### src/rtl/jtag_driver.sv
// rtl/jtag_driver.sv - JTAG initiator turning shift commands into TCK/TMS/TDI waveforms
module jtag_driver #(
  parameter int DATA_W = 40,
  parameter int LEN_W  = 6,
  parameter int DIV    = 4
) (
  input  logic              clk,
  input  logic              rstn,
  input  logic              cmd_valid,
  output logic              cmd_ready,
  input  logic [1:0]        cmd_op,
  input  logic [LEN_W-1:0]  cmd_len,
  input  logic [DATA_W-1:0] cmd_data,
  output logic              rsp_valid,
  output logic [DATA_W-1:0] rsp_data,
  output logic              busy,
  output logic              jtag_pin_TCK,
  output logic              jtag_pin_TMS,
  output logic              jtag_pin_TDI,
  input  logic              jtag_pin_TDO
);

  // Bit index must hold preamble + DATA_W + postamble and also the raw cmd_len
  localparam int BW = $clog2(DATA_W + 7);
  localparam int IW = ((LEN_W > BW) ? LEN_W : BW) + 1;
  localparam int SW = (DATA_W > 1) ? $clog2(DATA_W) : 1;
  localparam int DW = (DIV > 1) ? $clog2(DIV) : 1;

  typedef enum logic {IDLE, RUN} state_t;

  state_t            state;
  logic [DW-1:0]     div_cnt;
  logic [IW-1:0]     bit_idx;
  logic [IW-1:0]     last_idx;
  logic [IW-1:0]     shift_len;
  logic [IW-1:0]     pre_len;
  logic              is_reset;
  logic [DATA_W-1:0] data_r;
  logic [DATA_W-1:0] cap_r;
  logic              tck;
  logic              tms;
  logic              tdi;

  logic [IW-1:0]     cmd_len_eff;
  logic [IW-1:0]     nxt_idx;
  logic [IW-1:0]     nxt_off;
  logic [SW-1:0]     nxt_sel;
  logic [SW-1:0]     cur_sel;
  logic              cur_in_shift;
  logic              nxt_tms;
  logic              nxt_tdi;
  logic              phase_end;

  // Length 0 means one bit; anything beyond the data width is clamped
  always_comb begin
    cmd_len_eff = IW'(cmd_len);
    if (cmd_len == '0)
      cmd_len_eff = IW'(1);
    else if (IW'(cmd_len) > IW'(DATA_W))
      cmd_len_eff = IW'(DATA_W);
  end

  // TMS/TDI for the next TCK bit, derived from its position in preamble/shift/postamble
  always_comb begin
    nxt_idx      = bit_idx + IW'(1);
    nxt_off      = nxt_idx - pre_len;
    nxt_sel      = nxt_off[SW-1:0];
    cur_sel      = SW'(bit_idx - pre_len);
    cur_in_shift = !is_reset && (bit_idx >= pre_len) && (bit_idx < pre_len + shift_len);
    phase_end    = (div_cnt == DW'(DIV - 1));
    nxt_tms      = 1'b0;
    nxt_tdi      = 1'b0;
    if (is_reset) begin
      nxt_tms = (nxt_idx < IW'(5));
    end else if (nxt_idx < pre_len) begin
      // IR preamble is 1,1,0,0 and DR preamble is 1,0,0: the leading ones end two bits early
      nxt_tms = (nxt_idx < pre_len - IW'(2));
    end else if (nxt_off < shift_len) begin
      nxt_tms = (nxt_off == shift_len - IW'(1));
      nxt_tdi = data_r[nxt_sel];
    end else begin
      nxt_tms = (nxt_off == shift_len);
    end
  end

  // Command FSM with TCK divider; pins change at falling edges, TDO captured at rising edges
  always_ff @(posedge clk or negedge rstn) begin
    if (!rstn) begin
      state     <= IDLE;
      cmd_ready <= 1'b1;
      rsp_valid <= 1'b0;
      rsp_data  <= '0;
      tck       <= 1'b0;
      tms       <= 1'b1;
      tdi       <= 1'b0;
      div_cnt   <= '0;
      bit_idx   <= '0;
      last_idx  <= '0;
      shift_len <= '0;
      pre_len   <= '0;
      is_reset  <= 1'b0;
      data_r    <= '0;
      cap_r     <= '0;
    end else begin
      rsp_valid <= 1'b0;
      if (state == IDLE) begin
        if (cmd_valid && cmd_ready) begin
          state     <= RUN;
          cmd_ready <= 1'b0;
          div_cnt   <= '0;
          bit_idx   <= '0;
          data_r    <= cmd_data;
          cap_r     <= '0;
          tck       <= 1'b0;
          tms       <= 1'b1;
          tdi       <= 1'b0;
          if (cmd_op == 2'd1) begin
            is_reset  <= 1'b0;
            pre_len   <= IW'(4);
            shift_len <= cmd_len_eff;
            last_idx  <= cmd_len_eff + IW'(5);
          end else if (cmd_op == 2'd2) begin
            is_reset  <= 1'b0;
            pre_len   <= IW'(3);
            shift_len <= cmd_len_eff;
            last_idx  <= cmd_len_eff + IW'(4);
          end else begin
            is_reset  <= 1'b1;
            pre_len   <= '0;
            shift_len <= '0;
            last_idx  <= IW'(5);
          end
        end
      end else begin
        if (!phase_end) begin
          div_cnt <= div_cnt + DW'(1);
        end else begin
          div_cnt <= '0;
          if (!tck) begin
            tck <= 1'b1;
            if (cur_in_shift)
              cap_r[cur_sel] <= jtag_pin_TDO;
          end else begin
            tck <= 1'b0;
            if (bit_idx == last_idx) begin
              state     <= IDLE;
              cmd_ready <= 1'b1;
              rsp_valid <= 1'b1;
              rsp_data  <= cap_r;
              tms       <= 1'b0;
              tdi       <= 1'b0;
            end else begin
              bit_idx <= nxt_idx;
              tms     <= nxt_tms;
              tdi     <= nxt_tdi;
            end
          end
        end
      end
    end
  end

  assign busy         = ~cmd_ready;
  assign jtag_pin_TCK = tck;
  assign jtag_pin_TMS = tms;
  assign jtag_pin_TDI = tdi;

endmodule

### config.mk
export PLATFORM = sky130hd
export DESIGN_NAME = jtag_driver
export DESIGN_NICKNAME = d
export VERILOG_FILES = /design/src/rtl/jtag_driver.sv
export SDC_FILE = /design/constraint.sdc
export NUM_CORES = 1
export LEC_CHECK = 0
export CORE_ASPECT_RATIO = 1.4
export CORE_MARGIN = 3
export CORE_UTILIZATION = 45
export CTS_BUF_LIST = sky130_fd_sc_hd__clkbuf_16
export CTS_CLUSTER_DIAMETER = 40
export DETAILED_ROUTE_END_ITERATION = 16
export GPL_TIMING_DRIVEN = 0
export PLACE_DENSITY_LB_ADDON = 0.05
export RECOVER_POWER = 50
export SLEW_MARGIN = 15
export SYNTH_ARGS = -nofsm -noshare
export SYNTH_HDL_FRONTEND = slang
export SYNTH_SLANG_ARGS = --single-unit
export TNS_END_PERCENT = 20
### constraint.sdc
create_clock -name clk -period 4.2 [get_ports clk]
set_input_delay 0.84 -clock clk [delete_from_list [all_inputs] [get_ports clk]]
set_output_delay 0.84 -clock clk [all_outputs]
set_load 0.005 [all_outputs]
; Word level (Yosys, flattened, before mapping)
; Cells that the tools add are included.
; W data, S select, Z words.
[totals]
out_inout_bits = 46
ff_bits = 153
[op_classes]
n_bitwise = 2
n_eq_ne = 12
reduce_logical = 14
n_addsub = 9
muxes = 60
order_cmp = 10
[ops]
columns = cell, n
row1 = $mux W40, 5
row2 = $mux W7, 10
row3 = $bwmux W40, 1
row4 = $mux W1, 36
row5 = $eq A7 B7 Y1, 3
row6 = $lt A7 B7 Y1, 3
row7 = $reduce_and A4 Y1, 4
row8 = $add A7 B3 Y7 const B, 2
row9 = $lt A6 B7 Y1 const B, 2
row10 = $mux W2, 4
row11 = $ne A2 B1 Y1 const B, 4
row12 = $add A3 B7 Y7, 1
row13 = $add A7 B1 Y7 const B, 1
row14 = $ge A7 B3 Y1, 1
row15 = $lt A7 B3 Y1, 1
row16 = $lt A7 B3 Y1 const B, 1
row17 = $sub A7 B1 Y7 const B, 1
row18 = $sub A7 B3 Y7, 1
row19 = $bmux W1 S6, 1
row20 = $demux W1 S6, 1
row21 = $ge A6 B1 Y1 const B, 1
row22 = $gt A6 B6 Y1 const B, 1
row23 = $logic_not A6 Y1, 1
row24 = $mux W6, 1
row25 = other kinds (13), 20

; Depth between registers and ports, before layout
[logic_depth]
ltp_word = 11
ltp_mapped = 14
depth_no_buf = 14

; Worst setup path after synthesis
; Ideal clock, no wire load.
[synth_path]
kind = register to register
start = reg bit_idx[1]
end = reg tms, in the netlist jtag_pin_TMS
setup_time_ps = 73
arrival_ps = 3126
setup_slack_ps = 1001
path_buffers = 0
path_stages_with_launch = 14
t_required_ps = 4127
path_cell_list = dfrtp_1 ha_1 ha_1 nor2b_1 o21a_1 or3_1 and2_4 ha_1 and3_1 a21bo_2 nand4_1 nor4b_1 o211ai_1 a21oi_1
[synth_via]
elab_chain_cells = 10
elab_cells_between_ends = 16
cone_classes = 2 x add/sub / 4 x order compare / 3 x eq/ne / 7 x mux
[synth_rtl]
columns = element, line_no
row1 = start: declaration, 33  ; logic [IW-1:0] bit_idx;
row2 = start signal: assignment, 153  ; bit_idx <= nxt_idx;
row3 = $add A7 B1 Y7, 65  ; nxt_idx = bit_idx + IW'(1);
row4 = $sub A7 B3 Y7, 66  ; nxt_off = nxt_idx - pre_len;
row5 = "$lt A7 B7 Y1, or another cell as far along", 78  ; end else if (nxt_off < shift_len) begin
row6 = $mux W1, 78
row7 = $mux W1, 75  ; end else if (nxt_idx < pre_len) begin
row8 = $mux W1, 73  ; if (is_reset) begin
row9 = $mux W1 *, 145  ; if (bit_idx == last_idx) begin
row10 = $mux W1 *, 139  ; if (!tck) begin
row11 = $mux W1 *, 135  ; if (!phase_end) begin
row12 = $mux W1 *, 106  ; if (state == IDLE) begin
row13 = end signal: assignment, 154  ; tms <= nxt_tms;
row14 = end: declaration, 41  ; logic tms;
; Every way passes the cells marked *; elsewhere a longest branch is shown, timed or not. The select of a mux whose other input is x is not followed.
; A chain may end at the register's enable or synchronous reset.

; Worst setup path in the final report
; Same ends and word-level chain as after synthesis.

==> load_flow_metrics.sql <==
INSERT INTO impl_metrics (metric_group, metric, value, unit) VALUES
('logic_synthesis', 'synth_compound_area_frac', '0.146', ''),
('status', 'failed_checks', 'capacitance limit, slew limit', ''),
('cts', 'cts_root_buffer_type', 'sky130_fd_sc_hd__clkbuf_16', ''),
('worst_setup_path', 'worst-endpoint-required', '4.56', 'ns'),
('logic_synthesis', 'dominantRegCellSynth', 'sky130_fd_sc_hd__dfrtp_1', ''),
('drt', 'viasPerCell', '5.46', ''),
('flow_run', 'drv.max_cap_violation_count', '1', ''),
('sta', 'fmax', '0.258', 'GHz'),
('worst_setup_path', 'critPathArrivalTime', '4.24', 'ns'),
('worst_setup_path', 'setup.worst_path.class', 'flip-flop to flip-flop', ''),
('worst_setup_path', 'path_buf_inv', '1', ''),
('worst_setup_path', 'crit_path_start_kind', 'flip-flop', ''),
('status', 'outcome', 'finished, violations left', ''),
('drt', 'via_count', '6787', ''),
('cts', 'cts_resized', '0', ''),
('global_routing', 'gr-usage-all-layers', '0.215', ''),
('sta', 'timing.final.max_slew_violations', '51', ''),
('placed_design', 'detailedPlacementHpwl', '15500', 'µm'),
('pwr', 'power.static_leakage', '0.00458', 'µW'),
('worst_setup_path', 'critPathMaxFanout', '8', ''),
('cts', 'clkLatencyLatePin', '0.43', 'ns'),
('floorplan', 'rows', '58', ''),
('sta', 'setup_violators_final', '0', ''),
('sta', 'setup_total_negative_slack', '0', 'ns'),
('floorplan', 'die-height', '166', 'µm'),
('logic_synthesis', 'synth_mux_area_frac', '0.0894', ''),
('drt', 'initialDrtViolationCount', '416', ''),
('worst_setup_path', 'worstSetupEndpointType', 'flip-flop', ''),
('pwr', 'pwr_density_cell', '782', 'nW/µm²'),
('logic_synthesis', 'syn_inst', '873', ''),
('finish', 'layout-drive-gt1-share', '0.111', ''),
('sta', 'layout_min_cycle_time', '3.88', 'ns'),
('global_routing', 'number_of_global_route_vias_before_repair', '6849', ''),
('drt', 'drt_first_pass_iters', '5', ''),
('logic_synthesis', 'netlist_area', '8270', 'µm²'),
('cts', 'htree_levels', '4', ''),
('cts', 'clock_sink_count', '151', ''),
('global_routing', 'antenna_found_initial', '0', ''),
('drt', 'avgRoutedWirePerCell', '16.8', 'µm'),
('cts', 'cts_hold_buffers', '0', ''),
('logic_synthesis', 'mappedNetlistNets', '964', ''),
('logic_synthesis', 'yosys_register_bits', '151', ''),
('placed_design', 'port-buffer-count', '97', ''),
('finish', 'finalNetCount', '1081', ''),
('logic_synthesis', 'post_synth_xor_xnor_area', '0.0454', ''),
('drt', 'antenna_left', '0', ''),
('global_routing', 'grt_max_degree', '102', ''),
('cts', 'cts.reportedPaths.clkPinSlew', '0.06', 'ns'),
('worst_setup_path', 'path_cells', 'ha_1, xor2_1, ha_1, o21ai_0, nand3b_1, xor2_1, inv_1, ha_1, and3_1, a21bo_2, nand4_1, nor4b_1, o211ai_1, a21oi_1', ''),
('logic_synthesis', 'number_of_warnings_issued_by_yosys', '0', ''),
('logic_synthesis', 'register_area_share_after_synthesis', '0.457', ''),
('worst_setup_path', 'most_frequent_cell_on_critical_path', 'sky130_fd_sc_hd__ha_1', ''),
('floorplan', 'die_width', '121', 'µm'),
('logic_synthesis', 'synth_cell_type_count', '62', ''),
('floorplan', 'die_area', '20100', 'µm²'),
('worst_setup_path', 'slowest_stage', 'sky130_fd_sc_hd__dfrtp_1', ''),
('sta', 'hold_violations', '0', ''),
('logic_synthesis', 'synth_area_per_cell', '9.47', 'µm²'),
('cts', 'clock_path_buffers', '2', ''),
('floorplan', 'num_io_pins', '98', ''),
('sta', 'timing.clock.skew', '0.00722', 'ns'),
('logic_synthesis', 'count_of_flip_flops_with_a_built_in_enable_after_synthesis', '0', ''),
('worst_setup_path', 'cpLargestDelayFamily', 'adder cells', ''),
('global_routing', 'wire_length_of_the_first_global_routing_pass', '34200', 'µm'),
('finish', 'antenna_cells', '0', ''),
('logic_synthesis', 'synth-simple-area-share', '0.160', ''),
('pwr', 'max-vdd-ir-drop', '0.372', 'mV'),
('finish', 'syn_to_final_growth', '22.4', '%'),
('floorplan', 'coreArea', '18000', 'µm²'),
('global_routing', 'grt.overflow.total', '0', ''),
('cts', 'cts_post_setup_buffers_inserted', '0', '');
-- path summary, 6_finish.rpt --
check / from / endpoint / slack (ns) / depth (start not counted)
min: data_r[9] / data_r[9] / 0.47 / 2
min in group asynchronous: rstn / cap_r[1] / 1.27 / 1
min reg2reg: data_r[9] / data_r[9] / 0.47 / 2
max reg2reg: bit_idx[1] / jtag_pin_TMS / 0.32 / 14
max: bit_idx[1] / jtag_pin_TMS / 0.32 / 14
max in group asynchronous: rstn / cap_r[28] / 1.37 / 1
-- final cells by class --
cell class / count / area [µm²] / area share
Buffer: 48 / 200 / 0.0198
Clock buffer: 17 / 425 / 0.0420
Clock inverter: 14 / 125 / 0.0124
Inverter: 37 / 139 / 0.0137
Multi-Input combinational cell: 637 / 4160 / 0.411
Sequential cell: 151 / 3780 / 0.374
Tap cell: 240 / 300 / 0.0297
Timing Repair Buffer: 98 / 992 / 0.0980
-- synthesized netlist by cell type (8+ instances only) --
cell type	n	area (µm²)
sky130_fd_sc_hd__nand2_1	189	709
sky130_fd_sc_hd__dfrtp_1	149	3730
sky130_fd_sc_hd__a21oi_1	76	380
sky130_fd_sc_hd__o21ai_0	61	305
sky130_fd_sc_hd__mux2_2	43	484
sky130_fd_sc_hd__nand3_1	43	215
sky130_fd_sc_hd__ha_1	36	450
sky130_fd_sc_hd__inv_1	35	131
sky130_fd_sc_hd__clkbuf_1	32	120
sky130_fd_sc_hd__xnor2_1	22	193
sky130_fd_sc_hd__nor2_1	20	75.1
sky130_fd_sc_hd__buf_2	13	65.1
sky130_fd_sc_hd__xor2_1	12	105
sky130_fd_sc_hd__mux4_2	10	225
sky130_fd_sc_hd__nor3_1	10	50.1
sky130_fd_sc_hd__a22o_1	9	78.8
sky130_fd_sc_hd__o21ai_1	9	45.0
sky130_fd_sc_hd__a21o_1	8	60.1
sky130_fd_sc_hd__o41ai_1	8	70.1
-- registers in the layout, summed over array words and instances (netlist names) --
register / count
jtag_pin_TMS: 1
jtag_pin_TDI: 1
state: 1
is_reset: 1
div_cnt: 2
bit_idx: 7
pre_len: 2
data_r: 40
shift_len: 6
last_idx: 7
jtag_pin_TCK: 1
rsp_valid: 1
cmd_ready: 1
cap_r: 40
rsp_data: 40
-- placed cells by master (no fill, tap or decap), types with 10 or more instances in the layout --
cell type and count:
sky130_fd_sc_hd__buf_2 13, sky130_fd_sc_hd__dfrtp_1 149, sky130_fd_sc_hd__xor2_1 12, sky130_fd_sc_hd__dlygate4sd3_1 18, sky130_fd_sc_hd__nand2_1 189, sky130_fd_sc_hd__a21oi_1 76, sky130_fd_sc_hd__nor2_1 20, sky130_fd_sc_hd__inv_1 37
sky130_fd_sc_hd__o21ai_0 61, sky130_fd_sc_hd__ha_1 36, sky130_fd_sc_hd__clkdlybuf4s50_1 78, sky130_fd_sc_hd__clkbuf_1 33, sky130_fd_sc_hd__xnor2_1 22, sky130_fd_sc_hd__nand3_1 43, sky130_fd_sc_hd__clkbuf_16 17, sky130_fd_sc_hd__mux4_2 10
sky130_fd_sc_hd__mux2_2 43
-- kinds of logic after synthesis --
| kind of cell | after synthesis |
|---|---|
| adder cells (fa/ha/maj) | 39 |
| buffers and inverters | 85 |
| AND/OR/NAND/NOR | 300 |
| XOR/XNOR | 38 |
| multiplexers | 56 |
| AO/OA/AOI/OAI | 204 |
| flip-flops | 151 |
-- metal layers --
metal  GRT usage  vias up  share of wire
met4       0.101        0          0.038
met2       0.391      166           0.53
met1       0.240     3292           0.39
met3      0.0365       49          0.039
li1            -     3280              -
met5           0        -              0
-- metrics by stage --
step / cells / instance area, µm² / power (µW) / worst slack, ns / util
after floorplan: 873 / 8270 / 5220 / 1.00 / -
final: 1242 / 10100 / 7910 / 0.318 / 0.563
after detailed placement: 1211 / 9580 / 6500 / 0.328 / 0.532
after global placement: 1210 / 9540 / 6410 / -4.04 / 0.530
after CTS: 1242 / 10100 / 7980 / 0.306 / 0.563
after global routing: 1242 / 10100 / 8580 / 0.0489 / 0.563
-- worst register-to-register path, stage by stage (launching register included) --
cell and delay, ns:
sky130_fd_sc_hd__dfrtp_1 0.59, sky130_fd_sc_hd__ha_1 0.36, sky130_fd_sc_hd__xor2_1 0.30, sky130_fd_sc_hd__ha_1 0.34, sky130_fd_sc_hd__o21ai_0 0.14, sky130_fd_sc_hd__nand3b_1 0.21
sky130_fd_sc_hd__xor2_1 0.35, sky130_fd_sc_hd__inv_1 0.08, sky130_fd_sc_hd__ha_1 0.29, sky130_fd_sc_hd__and3_1 0.18, sky130_fd_sc_hd__a21bo_2 0.20, sky130_fd_sc_hd__nand4_1 0.09
sky130_fd_sc_hd__nor4b_1 0.31, sky130_fd_sc_hd__o211ai_1 0.17, sky130_fd_sc_hd__a21oi_1 0.19
-- where the power goes --
part / leakage (µW) / internal, µW / switching [µW]
combinational: 0.00247 / 1820 / 2400
sequential: 0.00184 / 1910 / 340
clock: 0.000267 / 814 / 633
total: 0.00458 / 4540 / 3370
Note: power is estimated with default switching activity, not from simulation.
